==> src/rtl/seg7_pkg.sv <==
// -----------------------------------------------------------------------------
// seg7_pkg
//   Shared definitions for the 7-segment scan decoder:
//     SEG_W       width of the segment pattern (a..g)
//     SEG_IN_W    width of the seg_n pad bus (adds the decimal point when
//                 SEG7_DP_EN is defined)
//     SEG_BLANK   all segments off (active-low)
//     SEG_CODES   legal active-low patterns for hex digits 0..F
//     accept_act_e  what an accepted sample does to the capture state
//   Optional feature macro: SEG7_DP_EN (decimal point on seg_n[7]).
// -----------------------------------------------------------------------------
package seg7_pkg;

    localparam int SEG_W = 7;

`ifdef SEG7_DP_EN
    localparam int SEG_IN_W = SEG_W + 1;
`else
    localparam int SEG_IN_W = SEG_W;
`endif

    localparam logic [SEG_W-1:0] SEG_BLANK = 7'b1111111;

    // Index i holds the seg_n[6:0] pattern that displays hex digit i.
    localparam logic [SEG_W-1:0] SEG_CODES [16] = '{
        7'b1000000,  // 0
        7'b1111001,  // 1
        7'b0100100,  // 2
        7'b0110000,  // 3
        7'b0011001,  // 4
        7'b0010010,  // 5
        7'b0000010,  // 6
        7'b1111000,  // 7
        7'b0000000,  // 8
        7'b0011000,  // 9
        7'b0001000,  // A
        7'b0000011,  // b
        7'b1000110,  // C
        7'b0100001,  // d
        7'b0000110,  // E
        7'b0001110   // F
    };

    typedef enum logic [2:0] {
        NONE,     // blanking interval, nothing selected
        WRITE,    // one digit selected, legal hex pattern
        BLANK,    // one digit selected, all segments off
        BAD_SEG,  // one digit selected, unknown pattern
        BAD_SEL   // several digits selected at once
    } accept_act_e;

endpackage

==> src/rtl/seg7_to_hex.sv <==
// -----------------------------------------------------------------------------
// seg7_to_hex
//   Combinational decoder from an active-low segment pattern to a hex nibble.
//   Ports:
//     seg_i     in   SEG_W  active-low segment pattern, bit0=a ... bit6=g
//     nibble_o  out  4      decoded value (0 when the pattern is not legal)
//     legal_o   out  1      pattern matches one of the 16 hex glyphs
//     blank_o   out  1      all segments off
// -----------------------------------------------------------------------------
module seg7_to_hex
    import seg7_pkg::*;
(
    input  logic [SEG_W-1:0] seg_i,
    output logic [3:0]       nibble_o,
    output logic             legal_o,
    output logic             blank_o
);

    // The 16 glyphs are distinct, so at most one entry can match.
    always_comb begin
        nibble_o = 4'h0;
        legal_o  = 1'b0;
        for (int i = 0; i < 16; i++) begin
            if (seg_i == SEG_CODES[i]) begin
                nibble_o = 4'(i);
                legal_o  = 1'b1;
            end
        end
    end

    assign blank_o = (seg_i == SEG_BLANK);

endmodule

==> src/rtl/seg7_scan_decoder.sv <==
// -----------------------------------------------------------------------------
// seg7_scan_decoder
//   Receive side of a multiplexed active-low 7-segment display bus. The pads
//   are synchronised, filtered for stability, checked against the legal hex
//   glyphs and assembled into a frame of NUM_DIGITS nibbles.
//
//   Parameters:
//     NUM_DIGITS     number of multiplexed digits (>= 1)
//     STABLE_CYCLES  consecutive equal samples before a pattern is accepted (>= 2)
//
//   Ports:
//     clk            in   1             system clock
//     rst_n          in   1             asynchronous active-low reset
//     seg_n          in   SEG_IN_W      segment lines, active-low, bit0=a..bit6=g
//                                       (bit7 = decimal point with SEG7_DP_EN)
//     dig_sel_n      in   NUM_DIGITS    digit selects, active-low one-hot,
//                                       all-ones = blanking
//     clear_i        in   1             synchronous clear of capture state
//     digits_o       out  4*NUM_DIGITS  decoded nibbles, digit d at [4d+3:4d]
//     digit_valid_o  out  NUM_DIGITS    digit d holds a legally decoded value
//     frame_o        out  1             pulse when every digit has been captured
//     frame_valid_o  out  1             all digits legal in the last frame
//     err_o          out  1             pulse on illegal pattern or multi-select
//     dp_o           out  NUM_DIGITS    decimal point per digit (SEG7_DP_EN only)
//
//   Optional feature macro: SEG7_DP_EN.
// -----------------------------------------------------------------------------
module seg7_scan_decoder
    import seg7_pkg::*;
#(
    parameter int NUM_DIGITS    = 6,
    parameter int STABLE_CYCLES = 4
) (
    input  logic                    clk,
    input  logic                    rst_n,
    input  logic [SEG_IN_W-1:0]     seg_n,
    input  logic [NUM_DIGITS-1:0]   dig_sel_n,
    input  logic                    clear_i,
    output logic [4*NUM_DIGITS-1:0] digits_o,
    output logic [NUM_DIGITS-1:0]   digit_valid_o,
    output logic                    frame_o,
    output logic                    frame_valid_o,
`ifdef SEG7_DP_EN
    output logic                    err_o,
    output logic [NUM_DIGITS-1:0]   dp_o
`else
    output logic                    err_o
`endif
);

    localparam int SMP_W = SEG_IN_W + NUM_DIGITS;
    localparam int CNT_W = $clog2(STABLE_CYCLES + 1);

    // Parameter sanity checks at elaboration.
    if (NUM_DIGITS < 1) begin : g_bad_digits
        $error("NUM_DIGITS must be at least 1");
    end
    if (STABLE_CYCLES < 2) begin : g_bad_stable
        $error("STABLE_CYCLES must be at least 2");
    end

    // -------------------------------------------------------------------------
    // Synchroniser, history and stability counter.
    // Selects and segments travel together so a sample is always a coherent
    // {sel, seg} pair.
    // -------------------------------------------------------------------------
    logic [SMP_W-1:0] sync1_q;
    logic [SMP_W-1:0] s_q;
    logic [SMP_W-1:0] p_q;
    logic [CNT_W-1:0] cnt_q;
    logic [CNT_W-1:0] cnt_d;
    logic             accept;

    always_ff @(posedge clk or negedge rst_n) begin
        if (!rst_n) begin
            sync1_q <= '0;
            s_q     <= '0;
            p_q     <= '0;
            cnt_q   <= '0;
        end else begin
            sync1_q <= {dig_sel_n, seg_n};
            s_q     <= sync1_q;
            p_q     <= s_q;
            cnt_q   <= cnt_d;
        end
    end

    // The counter saturates one above the accept point, so a long stable
    // period produces exactly one accept.
    always_comb begin
        cnt_d = cnt_q;
        if (s_q != p_q) begin
            cnt_d = '0;
        end else if (cnt_q != CNT_W'(STABLE_CYCLES)) begin
            cnt_d = cnt_q + CNT_W'(1);
        end
    end

    assign accept = (s_q == p_q) && (cnt_q == CNT_W'(STABLE_CYCLES - 1));

    // -------------------------------------------------------------------------
    // Pattern classification of the current synchronised sample.
    // -------------------------------------------------------------------------
    logic [SEG_IN_W-1:0]   s_seg;
    logic [NUM_DIGITS-1:0] s_sel;
    logic [NUM_DIGITS-1:0] sel_low;
    logic [3:0]            nibble;
    logic                  legal;
    logic                  blank;
    accept_act_e           act;

    assign s_seg   = s_q[SEG_IN_W-1:0];
    assign s_sel   = s_q[SMP_W-1:SEG_IN_W];
    assign sel_low = ~s_sel;

    // Legality only ever looks at segments a..g; the decimal point is separate.
    seg7_to_hex u_to_hex (
        .seg_i    (s_seg[SEG_W-1:0]),
        .nibble_o (nibble),
        .legal_o  (legal),
        .blank_o  (blank)
    );

    // x & (x-1) is non-zero exactly when more than one bit of x is set.
    always_comb begin
        act = NONE;
        if (accept) begin
            if (sel_low == '0) begin
                act = NONE;
            end else if ((sel_low & (sel_low - NUM_DIGITS'(1))) != '0) begin
                act = BAD_SEL;
            end else if (legal) begin
                act = WRITE;
            end else if (blank) begin
                act = BLANK;
            end else begin
                act = BAD_SEG;
            end
        end
    end

    // -------------------------------------------------------------------------
    // Capture state and frame assembly.
    // -------------------------------------------------------------------------
    logic [4*NUM_DIGITS-1:0] digits_q, digits_d;
    logic [NUM_DIGITS-1:0]   valid_q,  valid_d;
    logic [NUM_DIGITS-1:0]   seen_q,   seen_d;
    logic                    frame_q,  frame_d;
    logic                    fvalid_q, fvalid_d;
    logic                    err_q,    err_d;
`ifdef SEG7_DP_EN
    logic [NUM_DIGITS-1:0]   dp_q,     dp_d;
`endif

    always_comb begin
        digits_d = digits_q;
        valid_d  = valid_q;
        seen_d   = seen_q;
        fvalid_d = fvalid_q;
        frame_d  = 1'b0;
        err_d    = 1'b0;
`ifdef SEG7_DP_EN
        dp_d     = dp_q;
`endif
        if (clear_i) begin
            // Clear wins; a coincident accept is discarded entirely.
            digits_d = '0;
            valid_d  = '0;
            seen_d   = '0;
            fvalid_d = 1'b0;
        end else begin
            case (act)
                WRITE, BLANK, BAD_SEG: begin
                    for (int d = 0; d < NUM_DIGITS; d++) begin
                        if (sel_low[d]) begin
                            if (act == WRITE) begin
                                digits_d[4*d +: 4] = nibble;
                                valid_d[d]         = 1'b1;
                            end else begin
                                valid_d[d]         = 1'b0;
                            end
                            seen_d[d] = 1'b1;
`ifdef SEG7_DP_EN
                            dp_d[d]   = ~s_seg[SEG_W];
`endif
                        end
                    end
                    err_d = (act == BAD_SEG);
                    // Frame closes on the same edge that stores its last digit.
                    if (&seen_d) begin
                        frame_d  = 1'b1;
                        fvalid_d = &valid_d;
                        seen_d   = '0;
                    end
                end
                BAD_SEL: begin
                    err_d = 1'b1;
                end
                default: begin
                end
            endcase
        end
    end

    always_ff @(posedge clk or negedge rst_n) begin
        if (!rst_n) begin
            digits_q <= '0;
            valid_q  <= '0;
            seen_q   <= '0;
            frame_q  <= 1'b0;
            fvalid_q <= 1'b0;
            err_q    <= 1'b0;
`ifdef SEG7_DP_EN
            dp_q     <= '0;
`endif
        end else begin
            digits_q <= digits_d;
            valid_q  <= valid_d;
            seen_q   <= seen_d;
            frame_q  <= frame_d;
            fvalid_q <= fvalid_d;
            err_q    <= err_d;
`ifdef SEG7_DP_EN
            dp_q     <= dp_d;
`endif
        end
    end

    assign digits_o      = digits_q;
    assign digit_valid_o = valid_q;
    assign frame_o       = frame_q;
    assign frame_valid_o = fvalid_q;
    assign err_o         = err_q;
`ifdef SEG7_DP_EN
    assign dp_o          = dp_q;
`endif

endmodule

==> config.mk <==
export PLATFORM = sky130hd
export DESIGN_NAME = seg7_scan_decoder
export DESIGN_NICKNAME = d
export VERILOG_FILES = /design/src/rtl/seg7_pkg.sv /design/src/rtl/seg7_to_hex.sv /design/src/rtl/seg7_scan_decoder.sv
export SDC_FILE = /design/constraint.sdc
export NUM_CORES = 1
export LEC_CHECK = 0
export ABC_AREA = 1
export BUFFER_PORTS_ARGS = -buffer_cell sky130_fd_sc_hd__buf_2
export CAP_MARGIN = 15
export CELL_PAD_IN_SITES_DETAIL_PLACEMENT = 0
export CELL_PAD_IN_SITES_GLOBAL_PLACEMENT = 1
export CORE_ASPECT_RATIO = 1.1
export CORE_MARGIN = 2
export CORE_UTILIZATION = 29
export DETAILED_ROUTE_END_ITERATION = 8
export PLACE_DENSITY = 0.61
export SYNTH_ARGS = -nofsm -noshare
export SYNTH_HDL_FRONTEND = slang
export SYNTH_SLANG_ARGS = --single-unit
==> constraint.sdc <==
create_clock -name clk -period 2.45 [get_ports clk]
set_input_delay 0.1225 -clock clk [delete_from_list [all_inputs] [get_ports clk]]
set_output_delay 0.1225 -clock clk [all_outputs]
set_load 0.1 [all_outputs]
# After elaboration in Yosys (flattened, before gate mapping)
# Index checks and enable logic that the tools add are counted.
[word_totals] register_bits=81 input_bits=16 elab_cells=164 output_inout_bits=33
[op_classes] n_reduce_logical=24 muxes=97 n_eq_ne=24 bitwise_logic=2 addsub=2
[op_table] operator="2-to-1 mux 1 bit" n=62
[op_table] operator="2-to-1 mux 4 bit" n=15
[op_table] operator="2-to-1 mux 24 bit" n=2
[op_table] operator="== test 7 bit, second input constant" n=5
[op_table] operator="2-to-1 mux 6 bit" n=5
[op_table] operator="2-to-1 mux 3 bit" n=9
[op_table] operator="== test 7 x 5 -> 1 bit, second input constant" n=3
[op_table] operator="== test 7 x 6 -> 1 bit, second input constant" n=3
[op_table] operator="nonzero test 2 bit" n=10
[op_table] operator="AND reduction 3 bit" n=6
[op_table] operator="== test 7 x 2 -> 1 bit, second input constant" n=2
[op_table] operator="== test 7 x 4 -> 1 bit, second input constant" n=2
[op_table] operator="== test 13 bit" n=1
[op_table] operator="!= test 13 bit" n=1
[op_table] operator="AND reduction 6 bit" n=2
[op_table] operator="== test 3 x 2 -> 1 bit, second input constant" n=3
[op_table] operator="== test 7 x 3 -> 1 bit, second input constant" n=1
[op_table] operator="zero test 7 bit" n=1
[op_table] operator="bitwise AND 6 bit" n=1
[op_table] operator="zero test 6 bit" n=1
[op_table] operator="2-to-1 mux 2 bit" n=3
[op_table] operator="NOT 6 bit" n=1
[op_table] operator="nonzero test 6 bit" n=1
[op_table] operator="subtractor 6 x 1 -> 6 bit, second input constant" n=1
[op_table] operator="other kinds (8)" n=8

# Longest topological paths before layout
# Gate-level depths: netlist of the first run.
[logic_depth] depth_word=30 depth_mapped=15 ltp_nobuf=15

# Cells and area by module
# Synthesis of the first run repeated with hierarchy kept, for this count alone.
[hier_totals] cells_unflattened=411 hier_area_um2=3711.1
[by_module_without_submodules] mod="seg7_scan_decoder" cells_each=347 n_inst=1 seq_area_each_um2=2026.9 area_each_um2=3393.3
[by_module_without_submodules] mod="seg7_to_hex" cells_each=64 n_inst=1 seq_area_each_um2=0.0 area_each_um2=317.8

# Worst setup path before layout of the first run
# Ideal clock, no wire load.
[synth_timing] kind="register to register" start="register s_q[8]" end="register digits_q[10] (netlist: digits_o[10])" n_path_buf=0 arrival_ns=1.574 setup_ns=0.137 t_required_ns=2.313 path_stages_with_launch=13 slack_ns=0.739 period_less_slack_ns=1.711 cell_sequence="dfrtp_1 -> nand2_2 -> nor2_1 -> nand2_1 -> nor2_1 -> nor2_1 -> nand3_4 -> nor2_8 -> nand2_4 -> o21ai_2 -> inv_2 -> nand2_1 -> o21ai_1"
[synth_between] elab_chain_len=11 word_cells_on_any_way=17 cone_classes="add/sub (1); eq/ne (4); mux (3); bitwise (2); reduce/logical (7)"
[synth_lines] element="start: declaration" line="seg7_scan_decoder.sv:68" source="logic [SMP_W-1:0] s_q;"
[synth_lines] element="start signal: assignment" line="seg7_scan_decoder.sv:82" source="s_q <= sync1_q;"
[synth_lines] element="NOT 6 bit" line="seg7_scan_decoder.sv:114" source="assign sel_low = ~s_sel;"
[synth_lines] element="subtractor 6 x 1 -> 6 bit" line="seg7_scan_decoder.sv:130" source="end else if ((sel_low & (sel_low - NUM_DIGITS'(1))) != '0) begin"
[synth_lines] element="bitwise AND 6 bit" line="seg7_scan_decoder.sv:130"
[synth_lines] element="nonzero test 6 bit" line="seg7_scan_decoder.sv:130"
[synth_lines] element="2-to-1 mux 3 bit" line="seg7_scan_decoder.sv:130"
[synth_lines] element="2-to-1 mux 3 bit" line="seg7_scan_decoder.sv:128" source="if (sel_low == '0) begin"
[synth_lines] element="2-to-1 mux 3 bit (*)" line="seg7_scan_decoder.sv:127" source="if (accept) begin"
[synth_lines] element="== test 3 x 1 -> 1 bit / == test 3 x 2 -> 1 bit (equally long branches)" line="seg7_scan_decoder.sv:172, seg7_scan_decoder.sv:176"
[synth_lines] element="OR reduction 3 bit" line="seg7_scan_decoder.sv:172" source="case (act)"
[synth_lines] element="nonzero test 2 bit (no source line)"
[synth_lines] element="AND reduction 3 bit (no source line) (*)"
[synth_lines] element="end signal: assignment" line="seg7_scan_decoder.sv:217" source="digits_q <= digits_d;"
[synth_lines] element="end: declaration" line="seg7_scan_decoder.sv:145" source="logic [4*NUM_DIGITS-1:0] digits_q, digits_d;"
# Mark *: on every way between the ends. The rest lies on a longest branch, timed or not.
# A chain may end at the register's enable or synchronous reset.

# Worst setup path after layout of the first run
[layout_timing] start="register s_q[11]" end="register fvalid_q (netlist: frame_valid_o)"
[layout_between] elab_chain_len=16 word_cells_on_any_way=44 cone_classes="add/sub (1); eq/ne (4); mux (28); bitwise (2); reduce/logical (9)"
[layout_lines] element="NOT 6 bit" line="seg7_scan_decoder.sv:114"
[layout_lines] element="subtractor 6 x 1 -> 6 bit" line="seg7_scan_decoder.sv:130"
[layout_lines] element="bitwise AND 6 bit" line="seg7_scan_decoder.sv:130"
[layout_lines] element="nonzero test 6 bit" line="seg7_scan_decoder.sv:130"
[layout_lines] element="2-to-1 mux 3 bit" line="seg7_scan_decoder.sv:130"
[layout_lines] element="2-to-1 mux 3 bit" line="seg7_scan_decoder.sv:128"
[layout_lines] element="2-to-1 mux 3 bit" line="seg7_scan_decoder.sv:127"
[layout_lines] element="== test 3 x 1 -> 1 bit" line="seg7_scan_decoder.sv:172, seg7_scan_decoder.sv:176"
[layout_lines] element="2-to-1 mux 1 bit" line="seg7_scan_decoder.sv:176" source="if (act == WRITE) begin"
[layout_lines] element="2-to-1 mux 1 bit" line="seg7_scan_decoder.sv:175" source="if (sel_low[d]) begin"
[layout_lines] element="2-to-1 mux 1 bit" line="seg7_scan_decoder.sv:172"
[layout_lines] element="2-to-1 mux 1 bit" line="seg7_scan_decoder.sv:165" source="if (clear_i) begin"
[layout_lines] element="AND reduction 6 bit" line="seg7_scan_decoder.sv:192" source="fvalid_d = &valid_d;"
[layout_lines] element="2-to-1 mux 1 bit" line="seg7_scan_decoder.sv:190" source="if (&seen_d) begin"
[layout_lines] element="2-to-1 mux 1 bit" line="seg7_scan_decoder.sv:172"
[layout_lines] element="2-to-1 mux 1 bit" line="seg7_scan_decoder.sv:165"
[layout_lines] element="end signal: assignment" line="seg7_scan_decoder.sv:221" source="fvalid_q <= fvalid_d;"
[layout_lines] element="end: declaration" line="seg7_scan_decoder.sv:149" source="logic fvalid_q, fvalid_d;"
# Parallel ways exist; a longest one is shown, timed or not. The select of a mux whose other input is x is not followed.

==> out/metrics.cfg, run 1 <==
[run_status]
outcome = completed

[grt]
grt_usage_pct = 14.4
first_global_vias = 2728
grt_first_pass_wirelength_um = 13900
overflow = 0
antenna_found_initial = 0
grt_max_degree = 82

[synth]
netlist_instances = 379
synth_commonest_cells = nand2_1 (92), dfrtp_1 (81), nor2_1 (50)
synth_seq_area_share_pct = 58.9
syn_area_um2 = 3440
synth_warnings = 0
yosysTopAreaCellShare_pct = 58.9
yosysUniqueCellTypes = 33
synth_top_cell_by_area = dfrtp_1
synthArstFlopShare_pct = 100
syn_area_per_cell_um2 = 9.09
synth-seq-cells = 81
synth.net_count = 398
ys_top_cells_by_area = dfrtp_1 (59%), nand2_1 (10%), nor2_1 (5.5%)
yosysMostFrequentCell = nand2_1
synth_edf_count = 0
synthFlopType = dfrtp_1

[placement]
dp_hpwl_um = 5900
placed_cell_area_um2 = 3920
io_buffers = 48
gpl.final_weighted_congestion = 0.770
place_inst = 581

[floorplan]
core_um2 = 11500
die_h_um = 118
io_pins = 49
start_util_pct = 29.8
fp.dieW_um = 108
die_area_um2 = 12800
rows = 41

[power_and_ir_drop]
vdd.ir_drop.worst_v = 0.000320
power_density_nw_per_um2 = 684
power.leakage_nw = 2.21

[timing]
whs_ns = 0.279
tightest_slew_ns = 0.531
finalHoldViolations = 0
timing.final.crit_share_pct = 85.6
fin_skew_ns = 0.00803
fmax_ghz = 0.477
finalSetupViolCount = 0
slew_headroom_pct = 64.6
fin_crit_ns = 2.10
rsz0062_at_grt = false
slew_viol_final = 0
fin_setup_tns_ns = 0

[detailed_routing]
ant_nets = 0
drt-initial-drc-count = 72
wl_per_cell_um = 13.7
first_pass_iters = 4
dr_total_vias = 2710
wirelength_um = 8350
routed_via_density = 4.44
drc = 0

[final_layout]
fin_nets = 475
final_area_um2 = 4340
fill_cells = 1214
drive_gt1_share_pct = 21.7
area_growth_pct = 25.9
final_cells = 611
antennaDiodeCount = 0

[setup_path]
crit_top_cell = nand2_1
crit_required_ns = 2.72
max_stage_delay_ns = 0.46
r2r_start = s_q[11]$_DFF_PN0_
crit_type = flop to flop
crit_chain = inv_2, nand2_1, nand2_1, nand3_1, nor2_1, nand3_4, nor2_8, nand3_2, nand2_2, inv_2, nor2_1, nand2_1, nand2_1
rr_endpoint = frame_valid_o$_DFFE_PN0P_
cp_max_fo = 9
cp_slowest_cell = dfrtp_1
cp_data_arrival_time_ns = 2.37
r2r_slack_ns = 0.35
cp-start-kind = flop
endpoint_kind = flop
ff2ff_path_depth = 13

[clock_tree]
clk_pin_slew_ns = 0.06
clk-insertion-delay-late_ns = 0.34
cts_tree = yes
clockBufferDepth = 2
cts_buffers = 9
post_cts_resized = 0
cts_max_level = 3
cts-root-buf = clkbuf_16
clock_sinks = 81

[worst_hold_path]
hold_path.startpoint = clear_i
holdCritPathClass = primary input to flop
worstHoldPathCells = 4
whs_endpoint = digits_o[11]$_DFFE_PN0P_

[run]
drv_cap = 0

==> critical path, delay by kind of cell (launching register included) <==
kind | cells | cell delay, ns
flops | 1 | 0.46
simple gates | 11 | 1.34
buf+inv | 2 | 0.22
==> power breakdown <==
group / switching [mW] / internal [mW]
logic: 0.208 / 0.0796
clock network: 0.532 / 0.716
registers: 0.0394 / 1.39
total: 0.780 / 2.19
==> layout make-up <==
| type | instances | area [um^2] | area share [%] |
|---|---|---|---|
| multi-input cells | 247 | 1220 | 28.2 |
| clock buffers | 12 | 246 | 5.68 |
| flip-flops and latches | 81 | 2030 | 46.7 |
| inverters | 49 | 186 | 4.30 |
| well taps | 150 | 188 | 4.33 |
| repair buffers | 68 | 440 | 10.2 |
| clock inverters | 4 | 27.5 | 0.635 |
==> state kept, by name, summed over array words and instances (netlist names) <==
name           flops
digits_o          24
frame_valid_o      1
s_q               13
seen_q             6
p_q               13
sync1_q           13
digit_valid_o      6
err_o              1
cnt_q              3
frame_o            1
==> worst max path at each step <==
stage                 startpoint                         to
2_1_floorplan   s_q[8]$_DFF_PN0_   digits_o[10]$_DFFE_PN0P_
3_3_place_gp    s_q[9]$_DFF_PN0_  frame_valid_o$_DFFE_PN0P_
5_1_grt         s_q[1]$_DFF_PN0_  frame_valid_o$_DFFE_PN0P_
6_report       s_q[11]$_DFF_PN0_  frame_valid_o$_DFFE_PN0P_
3_5_place_dp   s_q[11]$_DFF_PN0_  frame_valid_o$_DFFE_PN0P_
4_1_cts        s_q[11]$_DFF_PN0_  frame_valid_o$_DFFE_PN0P_
==> what timing repair did <==
action                    CTS  global route
hold endpoints to repair   94             0
buffers inserted            0             0
hold buffers               14             0
==> cell families after synthesis <==
logic type	Yosys count	share of synthesized area, %
AO/OA/AOI/OAI	51	8.58
XOR/XNOR	3	0.763
AND/OR/NAND/NOR	190	25.0
buffers and inverters	51	5.67
flip-flops	81	58.9
adder cells (fa/ha/maj)	3	1.09
==> cell usage in the layout (no fill, tap or decap), types with 4 or more instances in the layout <==
cell type and count:
o21ai_1 8, nand4_1 4, buf_2 47, a21oi_1 11
nand3_1 23, inv_2 11, nor2_1 50, buf_4 6
dlygate4sd3_1 14, dfrtp_1 81, inv_1 37, o21ai_0 22
nand2_2 7, clkbuf_16 9, nand2_1 92
==> metrics by stage <==
stage	setup slack, ns	util (%)	power [mW]
floorplan	0.739	-	1.63
global placement	0.313	34.0	1.73
CTS	0.314	37.6	3.02
finish	0.353	37.6	2.97
global route	0.0836	37.6	3.11
detailed placement	0.351	34.0	1.73
==> routing by layer <==
layer,vias to the layer above,global-route usage (%),part of all wire (%)
li1,1368,-,-
met1,1282,19.1,47
met2,46,22.3,48
met3,14,3.03,2.9
met4,0,6.97,2.1
met5,-,0,0
Note: power is estimated with default switching activity, not from simulation.
==> run 2: changes to the inputs <==
CORE_ASPECT_RATIO = unset   (was 1.1)
CTS_BUF_LIST = sky130_fd_sc_hd__clkbuf_8   (was unset)
==> out/metrics.cfg, run 2 (synthesis results as in run 1) <==
[detailed_routing]
wl_per_cell_um = 13.2
drc = 2
wirelength_um = 7980
dr_total_vias = 2671
ant_nets = 0
routed_via_density = 4.43
drt-initial-drc-count = 121
first_pass_iters = 7

[placement]
dp_hpwl_um = 5780
dp_slack_ns = 0.349
gpl.final_weighted_congestion = 0.811
place_inst = 573
io_buffers = 48

[floorplan]
die_area_um2 = 12800
rows = 39
fp.dieW_um = 113
io_pins = 49
die_h_um = 113
core_um2 = 11500
start_util_pct = 29.9

[run]
drv_cap = 0

[setup_path]
cp-start-kind = flop
cp_data_arrival_time_ns = 2.39
ff2ff_path_depth = 13
crit_type = flop to flop
cp_max_fo = 9
crit_required_ns = 2.75
rr_endpoint = frame_valid_o$_DFFE_PN0P_
endpoint_kind = flop
r2r_start = s_q[7]$_DFF_PN0_
r2r_slack_ns = 0.35

[run_status]
outcome = finished, violations left
violations = DRC

[final_layout]
multiInputGateArea_um2 = 1220
largest_register_ffs = 24
final_cells = 603
fin_nets = 474
drive_gt1_share_pct = 22.0
seqCellArea_um2 = 2030
final_cell_mix = nand2_1 (92), dfrtp_1 (81), nor2_1 (50)
layout_commonest_cell = nand2_1
area_growth_pct = 22.9
antennaDiodeCount = 0
fill_cells = 1168

[timing]
whs_ns = 0.238
fin_skew_ns = 0.0121
rsz0062_at_grt = false
finalSetupViolCount = 0
tightest_slew_ns = 0.493
fin_crit_ns = 2.10
slew_headroom_pct = 67.4
finalHoldViolations = 0
fin_setup_tns_ns = 0
fmax_ghz = 0.477
timing.final.crit_share_pct = 85.5
fin_ws_ns = 0.354
slew_viol_final = 0

[clock_tree]
cts_buffers = 9
clk_pin_slew_ns = 0.09
cts_max_level = 3
clk-insertion-delay-late_ns = 0.36
cts_tree = yes
cts-root-buf = clkbuf_8
cts_setup_buffers = 0
clockBufferDepth = 2
clock_sinks = 81

[grt]
antenna_found_initial = 0
grt_max_degree = 82
overflow = 0
grt_first_pass_wirelength_um = 13400
first_global_vias = 2697
grt_usage_pct = 13.5

[power_and_ir_drop]
vdd.ir_drop.worst_v = 0.000347
power.leakage_nw = 2.17
finalPower_mw = 2.64
power_density_nw_per_um2 = 624

[worst_hold_path]
holdCritPathClass = primary input to flop
worstHoldPathCells = 4
hold_path.startpoint = clear_i
whs_endpoint = digits_o[7]$_DFFE_PN0P_

==> run 2: critical path, stage by stage, from the launching register on <==
cell,delay (ns)
dfrtp_1,0.51
nand2_2,0.15
nor2_1,0.06
nand2_1,0.08
nor2_1,0.06
nor2_1,0.28
nand3_4,0.13
nor2_8,0.16
nand3_2,0.22
nand2_2,0.12
inv_2,0.04
nor2_1,0.11
nand2_1,0.07
nand2_1,0.05
==> run 2: layer usage <==
layer,vias to the layer above,GRT usage (%),wire length (um)
met4,0,4.39,127
li1,1361,-,-
met2,52,21.4,3640
met5,-,0,0
met3,13,4.12,375
met1,1245,17.7,3840
==> run 2: how the worst max path moves through the flow <==
stage,to,depth (start not counted),start,slack (ns)
2_1_floorplan,digits_o[10]$_DFFE_PN0P_,12,s_q[8]$_DFF_PN0_,0.74
3_3_place_gp,frame_valid_o$_DFFE_PN0P_,13,s_q[7]$_DFF_PN0_,0.33
3_5_place_dp,frame_valid_o$_DFFE_PN0P_,13,s_q[7]$_DFF_PN0_,0.35
4_1_cts,frame_valid_o$_DFFE_PN0P_,13,s_q[7]$_DFF_PN0_,0.31
5_1_grt,frame_valid_o$_DFFE_PN0P_,13,s_q[7]$_DFF_PN0_,0.12
6_report,frame_valid_o$_DFFE_PN0P_,13,s_q[7]$_DFF_PN0_,0.35
==> run 2: layout make-up <==
type	instances	share of cell area, %
clock buffer	9	2.93
sequential	81	47.9
timing repair buffer	67	10.2
clock inverter	7	1.45
tap	143	4.23
multi-input combinational	247	28.9
inverter	49	4.41
==> run 2: through the flow <==
| step | cell area, um^2 | util [%] |
|---|---|---|
| after floorplan | 3440 | - |
| after global placement | 3910 | 33.9 |
| after detailed placement | 3910 | 33.9 |
| after CTS | 4230 | 36.7 |
| after global routing | 4230 | 36.7 |
| final | 4230 | 36.7 |
==> run 2: power by group <==
group          switching, mW  internal (mW)
clock                  0.535          0.391
combinational          0.207         0.0785
sequential            0.0403           1.39
total                  0.782           1.86
==> run 2: timing repair <==
item | CTS | global route
resized for setup | 0 | 0
hold buffers | 14 | 0
endpoints found under the hold margin | 94 | 0
endpoints found under the setup margin | 0 | 0
